===== config.mk =====
export PLATFORM = sky130hd
export DESIGN_NAME = module1_arg_loader_flat
export DESIGN_NICKNAME = d
export VERILOG_FILES = /design/src/rtl/module1_arg_loader_pkg.sv /design/src/rtl/module1_arg_loader_if.sv /design/src/rtl/module1_arg_loader.sv /design/src/flat_wrapper.sv
export SDC_FILE = /design/constraint.sdc
export NUM_CORES = 1
export LEC_CHECK = 0
export CAP_MARGIN = 5
export CORE_AREA = 2 2 102 104
export DETAILED_ROUTE_END_ITERATION = 10
export DIE_AREA = 0 0 104 106
export DONT_BUFFER_PORTS = 1
export SYNTH_ARGS = -nofsm -noshare
export SYNTH_HDL_FRONTEND = slang
export SYNTH_SLANG_ARGS = --single-unit
export TNS_END_PERCENT = 50

===== constraint.sdc =====
create_clock -name clock -period 6.8 [get_ports clock]
set_input_delay 1.36 -clock clock [delete_from_list [all_inputs] [get_ports clock]]
set_output_delay 1.36 -clock clock [all_outputs]
set_load 0.02 [all_outputs]

===== src/rtl/module1_arg_loader_pkg.sv =====
// Shared constants and FSM encoding for the module1 argument loader.
package module1_pkg;
  typedef enum logic [1:0] {IDLE = 2'd0, LD1 = 2'd1, LD2 = 2'd2, DONE = 2'd3} state_t;

  localparam int ARG1_OFFSET = 4;
  localparam int ARG1_SIZE   = 32;
  localparam int ARG2_SIZE   = 16;
endpackage


===== src/rtl/module1_arg_loader_if.sv =====
// Memory daisy-chain bus: upstream (Min_*) request fields in, chained (Mout_*) fields out, read return.
interface module1_arg_loader_if #(
  parameter int ADDR_W  = 32,
  parameter int WDATA_W = 32,
  parameter int RDATA_W = 32,
  parameter int SIZE_W  = 7
);
  logic               Min_oe_ram;
  logic               Min_we_ram;
  logic [ADDR_W-1:0]  Min_addr_ram;
  logic [WDATA_W-1:0] Min_Wdata_ram;
  logic [SIZE_W-1:0]  Min_data_ram_size;
  logic               Mout_oe_ram;
  logic               Mout_we_ram;
  logic [ADDR_W-1:0]  Mout_addr_ram;
  logic [WDATA_W-1:0] Mout_Wdata_ram;
  logic [SIZE_W-1:0]  Mout_data_ram_size;
  logic [RDATA_W-1:0] M_Rdata_ram;
  logic               M_DataRdy;

  modport master (
    input  Min_oe_ram, Min_we_ram, Min_addr_ram, Min_Wdata_ram, Min_data_ram_size,
    input  M_Rdata_ram, M_DataRdy,
    output Mout_oe_ram, Mout_we_ram, Mout_addr_ram, Mout_Wdata_ram, Mout_data_ram_size
  );

  modport slave (
    output Min_oe_ram, Min_we_ram, Min_addr_ram, Min_Wdata_ram, Min_data_ram_size,
    output M_Rdata_ram, M_DataRdy,
    input  Mout_oe_ram, Mout_we_ram, Mout_addr_ram, Mout_Wdata_ram, Mout_data_ram_size
  );
endinterface


===== src/rtl/module1_arg_loader.sv =====
// Fetches input1 (32b at args) and input2 (16b at args+4) over the memory chain, then pulses done_port.
// Latency: done_port 3 cycles after start with zero-wait memory; each wait cycle adds one.
module module1_arg_loader
  import module1_pkg::*;
#(
  parameter int BITSIZE_args              = 32,
  parameter int BITSIZE_Min_addr_ram      = 32,
  parameter int BITSIZE_M_Rdata_ram       = 32,
  parameter int BITSIZE_Min_Wdata_ram     = 32,
  parameter int BITSIZE_Min_data_ram_size = 7
) (
  input  logic                    clock,
  input  logic                    reset,
  input  logic                    start_port,
  input  logic [BITSIZE_args-1:0] args,
  output logic                    done_port,
  output logic                    busy,
  output logic [31:0]             input1_out,
  output logic [15:0]             input2_out,
  module1_arg_loader_if.master    mem
);
  localparam int AW = BITSIZE_Min_addr_ram;
  localparam int SW = BITSIZE_Min_data_ram_size;

  state_t                  state;
  logic [BITSIZE_args-1:0] base;
  logic [AW-1:0]           base_addr;
  logic                    own_oe;
  logic [AW-1:0]           own_addr;
  logic [SW-1:0]           own_size;

  assign base_addr = AW'(base);

  // Own request decodes the state register only, so reset drops it immediately.
  always_comb begin
    own_oe   = 1'b0;
    own_addr = '0;
    own_size = '0;
    case (state)
      LD1: begin
        own_oe   = 1'b1;
        own_addr = base_addr;
        own_size = SW'(ARG1_SIZE);
      end
      LD2: begin
        own_oe   = 1'b1;
        own_addr = base_addr + AW'(ARG1_OFFSET);
        own_size = SW'(ARG2_SIZE);
      end
      default: ;
    endcase
  end

  assign mem.Mout_oe_ram        = mem.Min_oe_ram | own_oe;
  assign mem.Mout_addr_ram      = mem.Min_addr_ram | own_addr;
  assign mem.Mout_data_ram_size = mem.Min_data_ram_size | own_size;
  assign mem.Mout_we_ram        = mem.Min_we_ram;
  assign mem.Mout_Wdata_ram     = mem.Min_Wdata_ram;

  always_ff @(posedge clock or posedge reset) begin
    if (reset) begin
      state      <= IDLE;
      base       <= '0;
      input1_out <= '0;
      input2_out <= '0;
      done_port  <= 1'b0;
      busy       <= 1'b0;
    end else begin
      done_port <= 1'b0;
      case (state)
        IDLE, DONE: begin
          if (start_port) begin
            state <= LD1;
            base  <= args;
            busy  <= 1'b1;
          end else begin
            state <= IDLE;
          end
        end
        LD1: begin
          if (mem.M_DataRdy) begin
            input1_out <= mem.M_Rdata_ram[31:0];
            state      <= LD2;
          end
        end
        LD2: begin
          if (mem.M_DataRdy) begin
            input2_out <= mem.M_Rdata_ram[15:0];
            state      <= DONE;
            busy       <= 1'b0;
            done_port  <= 1'b1;
          end
        end
        default: state <= IDLE;
      endcase
    end
  end
endmodule

===== src/flat_wrapper.sv =====
// flat-port wrapper written by rule: the top's interface ports become plain ports
module module1_arg_loader_flat import module1_pkg::*;
#(
  parameter int BITSIZE_args              = 32,
  parameter int BITSIZE_Min_addr_ram      = 32,
  parameter int BITSIZE_M_Rdata_ram       = 32,
  parameter int BITSIZE_Min_Wdata_ram     = 32,
  parameter int BITSIZE_Min_data_ram_size = 7
)
  (clock, reset, start_port, args, done_port, busy, input1_out, input2_out, mem_Min_oe_ram, mem_Min_we_ram, mem_Min_addr_ram, mem_Min_Wdata_ram, mem_Min_data_ram_size, mem_M_Rdata_ram, mem_M_DataRdy, mem_Mout_oe_ram, mem_Mout_we_ram, mem_Mout_addr_ram, mem_Mout_Wdata_ram, mem_Mout_data_ram_size);
  module1_arg_loader_if mem_i ();
  input  logic clock;
  input  logic reset;
  input  logic start_port;
  input  logic [BITSIZE_args-1:0] args;
  output logic done_port;
  output logic busy;
  output logic [31:0] input1_out;
  output logic [15:0] input2_out;
  input wire logic [$bits(mem_i.Min_oe_ram)-1:0] mem_Min_oe_ram;
  input wire logic [$bits(mem_i.Min_we_ram)-1:0] mem_Min_we_ram;
  input wire logic [$bits(mem_i.Min_addr_ram)-1:0] mem_Min_addr_ram;
  input wire logic [$bits(mem_i.Min_Wdata_ram)-1:0] mem_Min_Wdata_ram;
  input wire logic [$bits(mem_i.Min_data_ram_size)-1:0] mem_Min_data_ram_size;
  input wire logic [$bits(mem_i.M_Rdata_ram)-1:0] mem_M_Rdata_ram;
  input wire logic [$bits(mem_i.M_DataRdy)-1:0] mem_M_DataRdy;
  output wire logic [$bits(mem_i.Mout_oe_ram)-1:0] mem_Mout_oe_ram;
  output wire logic [$bits(mem_i.Mout_we_ram)-1:0] mem_Mout_we_ram;
  output wire logic [$bits(mem_i.Mout_addr_ram)-1:0] mem_Mout_addr_ram;
  output wire logic [$bits(mem_i.Mout_Wdata_ram)-1:0] mem_Mout_Wdata_ram;
  output wire logic [$bits(mem_i.Mout_data_ram_size)-1:0] mem_Mout_data_ram_size;
  assign mem_i.Min_oe_ram = mem_Min_oe_ram;
  assign mem_i.Min_we_ram = mem_Min_we_ram;
  assign mem_i.Min_addr_ram = mem_Min_addr_ram;
  assign mem_i.Min_Wdata_ram = mem_Min_Wdata_ram;
  assign mem_i.Min_data_ram_size = mem_Min_data_ram_size;
  assign mem_i.M_Rdata_ram = mem_M_Rdata_ram;
  assign mem_i.M_DataRdy = mem_M_DataRdy;
  assign mem_Mout_oe_ram = mem_i.Mout_oe_ram;
  assign mem_Mout_we_ram = mem_i.Mout_we_ram;
  assign mem_Mout_addr_ram = mem_i.Mout_addr_ram;
  assign mem_Mout_Wdata_ram = mem_i.Mout_Wdata_ram;
  assign mem_Mout_data_ram_size = mem_i.Mout_data_ram_size;
  module1_arg_loader #(.BITSIZE_args(BITSIZE_args), .BITSIZE_Min_addr_ram(BITSIZE_Min_addr_ram), .BITSIZE_M_Rdata_ram(BITSIZE_M_Rdata_ram), .BITSIZE_Min_Wdata_ram(BITSIZE_Min_Wdata_ram), .BITSIZE_Min_data_ram_size(BITSIZE_Min_data_ram_size)) u_core (.clock(clock), .reset(reset), .start_port(start_port), .args(args), .done_port(done_port), .busy(busy), .input1_out(input1_out), .input2_out(input2_out), .mem(mem_i));
endmodule

==> results_dict.tcl, run 1 <==
set metrics [dict create \
    status "finished clean" \
    synthCells 418 \
    p_clk_frac 0.132 \
    p_leak_nw 1.90 \
    clockBufferDepth 2 \
    cts_buffers 9 \
    worstMarginPinSlew_ps 1110 \
    cp_top_family "simple AND/OR/NAND/NOR gates" \
    grt_start_max_net_pins 85 \
    synth_flop_cell "dfrtp_1" \
    crit_buf_inv 0 \
    cts_tree "yes" \
    path_max_fanout 9 \
    grt.busiest_layer "met2" \
    power.internal_mw 1.31 \
    grt.total_usage 0.202 \
    grtUsageMet2 0.326 \
    critical_path_arrival_ps 3030 \
    ys_warn_count 0 \
    max_freq_mhz 228 \
    syn-num-nets 562 \
    fin_area_sq_um 4550 \
    drt-initial-drc-count 156 \
    gp_congestion 0.852 \
    cts_resized 0 \
    syn_area_per_cell_sq_um 10.8 \
    post-route-util 0.455 \
    area_growth_pct 0.497 \
    synth-edff-count 0 \
    grt_pass1_wl_um 17500 \
    hold_path_class "reg2reg" \
    clkTransAtPathRegs_ps 80 \
    ioPinCount 264 \
    overflow 0 \
    rsz0062_at_grt "no" \
    drc 0 \
    syn_area_sq_um 4530 \
    grt.met3_usage 0.0889 \
    dp_hpwl_um 8070 \
    finalWirelength_um 11200 \
    cp-end-kind "output port" \
    met1_usage 0.234 \
    clock_latency_ps 360 \
    seq_area_sq_um 2100 \
    fin_worst_skew_ps 8.05 \
    power_frac_comb 0.384 \
    seq_power_share 0.483 \
    fin_crit_sh 0.645 \
    start_kind "flop" \
    setup_viol 0 \
    maxCapViolations 0 \
    finalHoldViolations 0 \
    antenna_left 0 \
    layout.nets 521 \
    slew-limit-headroom 0.251 \
    synth_area_leader_cell "dfrtp_1" \
    dr.pass1.iters 5 \
    portBuffers 0 \
    min_period_ps 4390 \
    fin_setup_tns_ps 0 \
    vdd_ir_drop_max_mv 0.268 \
    cts_sinks 84 \
    start_util 0.453 \
    die_w_um 104 \
    p_sw_mw 1.17 \
    powerDensity_nw_per_um2 546 \
    path_class "reg2out" \
    synth_seq_cells 84 \
    dieArea_sq_um 11000 \
    yosysTopAreaCellShare 0.464 \
    coreArea_sq_um 10000 \
    netlist-cell-type-count 45 \
    worstPathCellList "ha_1 > nand4_1 > nor4_4 > nand3_1 > o311ai_0" \
    h-tree-depth 3 \
    required_ps 5440 \
    wl_per_cell_um 21.6 \
    grt_pass1_vias 3204 \
    drv_slew 0 \
    finalPower_mw 2.49 \
    dieHeight_um 106 \
    drive_gt1_frac 0.288 \
    n_fill_cell 962 \
    num_antenna_cells 0 \
    critical_path.slowest_cell "o311ai_0" \
    multi_input_area_sq_um 2030 \
    synthTopCellsByArea "dfrtp_1 (46%), mux2_2 (20%), buf_4 (6.3%)" \
    antenna_found_initial 1 \
    viasPerCell 6.09 \
    root_buffer "clkbuf_8" \
    ys_seq_area_frac 0.464 \
    placed_cell_area_sq_um 4380 \
    post_cts_buffers 0 \
    p_sw_frac 0.471 \
    cpPeakStageDelay_ps 920 \
    route.vias.total 3156 \
    ctsHoldBuffers 0 \
    synthArstFlopShare 1.00 \
    std_cell_rows 37 \
]
## area by class of cell
cell class / count / share of cell area
Timing Repair Buffer: 5 / 0.00825
Sequential cell: 84 / 0.462
Clock buffer: 9 / 0.0272
Multi-Input combinational cell: 266 / 0.445
Tap cell: 136 / 0.0374
Inverter: 11 / 0.00935
Clock inverter: 7 / 0.0110
## metal layers
metal,up-vias,wire length [um],share of wire
met4,2,303,0.027
met1,1521,4250,0.38
li1,1394,-,-
met5,-,7,0.00063
met3,33,1380,0.12
met2,206,5250,0.47
## Yosys cell counts (4+ instances only)
cell type,count
a21oi_1,14
a211o_1,7
buf_4,38
mux2_2,80
nand2_1,29
a31oi_1,9
a221o_1,5
buf_1,7
dfrtp_1,84
nand4_1,7
nor2_1,21
nand3_1,11
nor3_1,8
o21bai_1,4
o21ai_0,23
inv_1,11
nor4_1,4
clkbuf_1,9
## cells by family (layout without fill, tap and decap cells)
| family | count (synthesis) | after routing | share of synthesized area |
|---|---|---|---|
| fa+ha+maj | 3 | 3 | 0.00829 |
| simple gates | 107 | 107 | 0.128 |
| compound gates | 74 | 74 | 0.108 |
| flops | 84 | 84 | 0.464 |
| mux | 80 | 80 | 0.199 |
| xor+xnor | 2 | 2 | 0.00387 |
| buf+inv | 68 | 32 | 0.0887 |
## sequential cells by signal, indices dropped and copies added, names as in the netlist
signal / cells
u_core.state: 2
u_core.input2_out: 16
u_core.done_port: 1
u_core.busy: 1
u_core.base: 32
u_core.input1_out: 32
## cells in the final DEF (no fill, tap or decap), types with 4 or more instances in the layout
master,count
nor2_1,21
a31oi_1,9
dfrtp_1,84
clkinv_2,4
mux2_2,80
nand2_1,29
a21oi_1,14
inv_1,10
o21bai_1,4
a221o_1,5
nand4_1,7
nor3_1,8
nand3_1,11
nor4_1,4
a211o_1,7
o21ai_0,23
clkbuf_8,9
buf_4,5
## worst paths after layout
| path | start | to | slack (ps) | cells past startpoint |
|---|---|---|---|---|
| hold / removal | u_core.base[0] | u_core.base[0] | 520 | 1 |
| setup / recovery | u_core.base[2] | mem_Mout_addr_ram[22] | 2410 | 5 |
| setup reg to reg | u_core.state[0] | u_core.input2_out[8] | 4660 | 4 |
| max in group asynchronous | reset | u_core.base[16] | 4880 | 2 |
| hold reg to reg | u_core.base[0] | u_core.base[0] | 520 | 1 |
| min in group asynchronous | reset | u_core.base[27] | 1200 | 2 |
## power by group through the flow
stage | clock [mW] | combinational [mW] | sequential (mW)
2_1_floorplan | 0 | 0.848 | 1.12
3_3_place_gp | 0 | 0.932 | 1.20
3_5_place_dp | 0 | 0.959 | 1.21
4_1_cts | 0.342 | 0.961 | 1.20
5_1_grt | 0.365 | 1.05 | 1.24
6_report | 0.329 | 0.956 | 1.20
## stage by stage
stage	setup slack (ps)	hold WS, ps	instances
global placement	2910	496	502
CTS	2410	523	518
global route	2120	555	518
floorplan	3180	480	418
detailed placement	2790	504	502
finish	2410	520	518
No activity file was read; power rests on OpenSTA's default activity.
==> inputs of run 2 (changes only) <==
==> constraint.sdc (replaced) <==
create_clock -name clock -period 3.8 [get_ports clock]
set_input_delay 0.76 -clock clock [delete_from_list [all_inputs] [get_ports clock]]
set_output_delay 0.76 -clock clock [all_outputs]
set_load 0.02 [all_outputs]
==> run 2 against run 1 <==
Sequential power up 78%. Die area unchanged. Critical path depth unchanged. Critical endpoint is now mem_Mout_addr_ram[19]. Setup slack worse by 1900 ps. Combinational power up 85%. Sequential share of layout area down 0.99 points. Total power up 81%. Highest routed layer unchanged. Flip-flop and latch count unchanged. Largest power group unchanged.
==> results_dict.tcl, run 2 (synthesis results as in run 1) <==
set metrics [dict create \
    cts_resized 0 \
    dp_hpwl_um 8240 \
    wl_per_cell_um 20.5 \
    path_max_fanout 7 \
    cts_tree "yes" \
    whs_ps 398 \
    slew-limit-headroom 0.496 \
    min_period_ps 3260 \
    grt_start_max_net_pins 44 \
    rsz0062_at_grt "no" \
    status "finished clean" \
    vdd_ir_drop_max_mv 0.403 \
    required_ps 3040 \
    post_cts_buffers 0 \
    ctsHoldBuffers 0 \
    cpPeakStageDelay_ps 690 \
    layout.nets 533 \
    fin_ws_ps 536 \
    coreArea_sq_um 10000 \
    dieArea_sq_um 11000 \
    gp_congestion 0.814 \
    route.vias.total 3172 \
    path_class "reg2out" \
    setup_viol 0 \
    cts_buffers 9 \
    largestRegisters "u_core.base x32, u_core.input1_out x32, u_core.input2_out x16" \
    multi_input_area_sq_um 2030 \
    seq_area_sq_um 2100 \
    viasPerCell 5.97 \
    clock_latency_ps 350 \
    dr.pass1.iters 4 \
    critical_path.slowest_cell "or4_1" \
    p_leak_nw 1.96 \
    antenna_found_initial 2 \
    ioPinCount 264 \
    drive_gt1_frac 0.310 \
    area_growth_pct 2.71 \
    clockBufferDepth 2 \
    start_kind "flop" \
    final_common_cell "dfrtp_1" \
    clkTransAtPathRegs_ps 90 \
    grt.total_usage 0.198 \
    finalWirelength_um 10900 \
    finalHoldViolations 0 \
    worstPathCellList "nand3_2 > or4_1 > o31ai_2 > a21oi_1 > a311o_1" \
    critical_path_arrival_ps 2500 \
    final_cell_mix "dfrtp_1 (84), mux2_2 (80), nand2_1 (29)" \
    drt-initial-drc-count 150 \
    overflow 0 \
    fin_setup_tns_ps 0 \
    std_cell_rows 37 \
    drc 0 \
    cts_sinks 84 \
    maxCapViolations 0 \
    cp-end-kind "output port" \
    crit_buf_inv 0 \
    fin_crit_sh 0.859 \
    die_w_um 104 \
    dieHeight_um 106 \
    grt_pass1_wl_um 17300 \
    drv_slew 0 \
    antenna_left 0 \
    pre_cts_slack_ps 883 \
    layout.cells.non_filler 531 \
    worstMarginPinSlew_ps 756 \
    grt_pass1_vias 3266 \
    powerDensity_nw_per_um2 967 \
    cp_top_family "simple AND/OR/NAND/NOR gates" \
    h-tree-depth 3 \
    hold_path_class "in2async" \
    portBuffers 0 \
    max_freq_mhz 306 \
    place_inst 514 \
    n_fill_cell 952 \
    fin_worst_skew_ps 3.96 \
    root_buffer "clkbuf_8" \
    start_util 0.453 \
]
run 2: changes by cell type in the layout (fill, tap and decap cells not counted), sizes merged:
cell / delta
diode: +1
clkinv: -1
buf: +12
inv: +1
run 2: where the power goes:
| part | internal [mW] | switching [mW] | leakage [nW] |
|---|---|---|---|
| clock | 0.246 | 0.343 | 0.0881 |
| combinational | 0.811 | 0.957 | 0.878 |
| sequential | 1.35 | 0.786 | 0.992 |
| total | 2.41 | 2.09 | 1.96 |
run 2: stage by stage:
stage	cell area (sq um)	utilization	total power, mW
4_1_cts	4650	0.465	4.55
3_5_place_dp	4470	0.447	3.94
6_report	4650	0.465	4.50
3_3_place_gp	4470	0.447	3.90
2_1_floorplan	4530	-	3.52
5_1_grt	4650	0.465	4.83
run 2: worst paths after layout:
check / from / to / slack, ps / cells past startpoint
min reg2reg: u_core.base[1] / u_core.base[1] / 520 / 1
min in group clock: u_core.base[1] / u_core.base[1] / 520 / 1
max: u_core.base[8] / mem_Mout_addr_ram[19] / 540 / 5
min: reset / u_core.input1_out[20] / 400 / 1
max in group asynchronous: reset / u_core.input2_out[12] / 2620 / 2
max reg2reg: u_core.state[0] / u_core.base[16] / 1970 / 5
run 2: area by class of cell:
cell class                      instances  area share
Inverter                               11     0.00914
Clock inverter                          7      0.0124
Tap cell                              136      0.0366
Timing Repair Buffer                   17      0.0274
Antenna cell                            1    0.000538
Clock buffer                            9      0.0266
Multi-Input combinational cell        266       0.435
Sequential cell                        84       0.452
run 2: routing by layer:
layer,global-route usage,wire length (um),share of wire
met5,0,13,0.0012
met4,0.0647,125,0.011
met3,0.116,1520,0.14
met2,0.314,5210,0.48
met1,0.224,4010,0.37
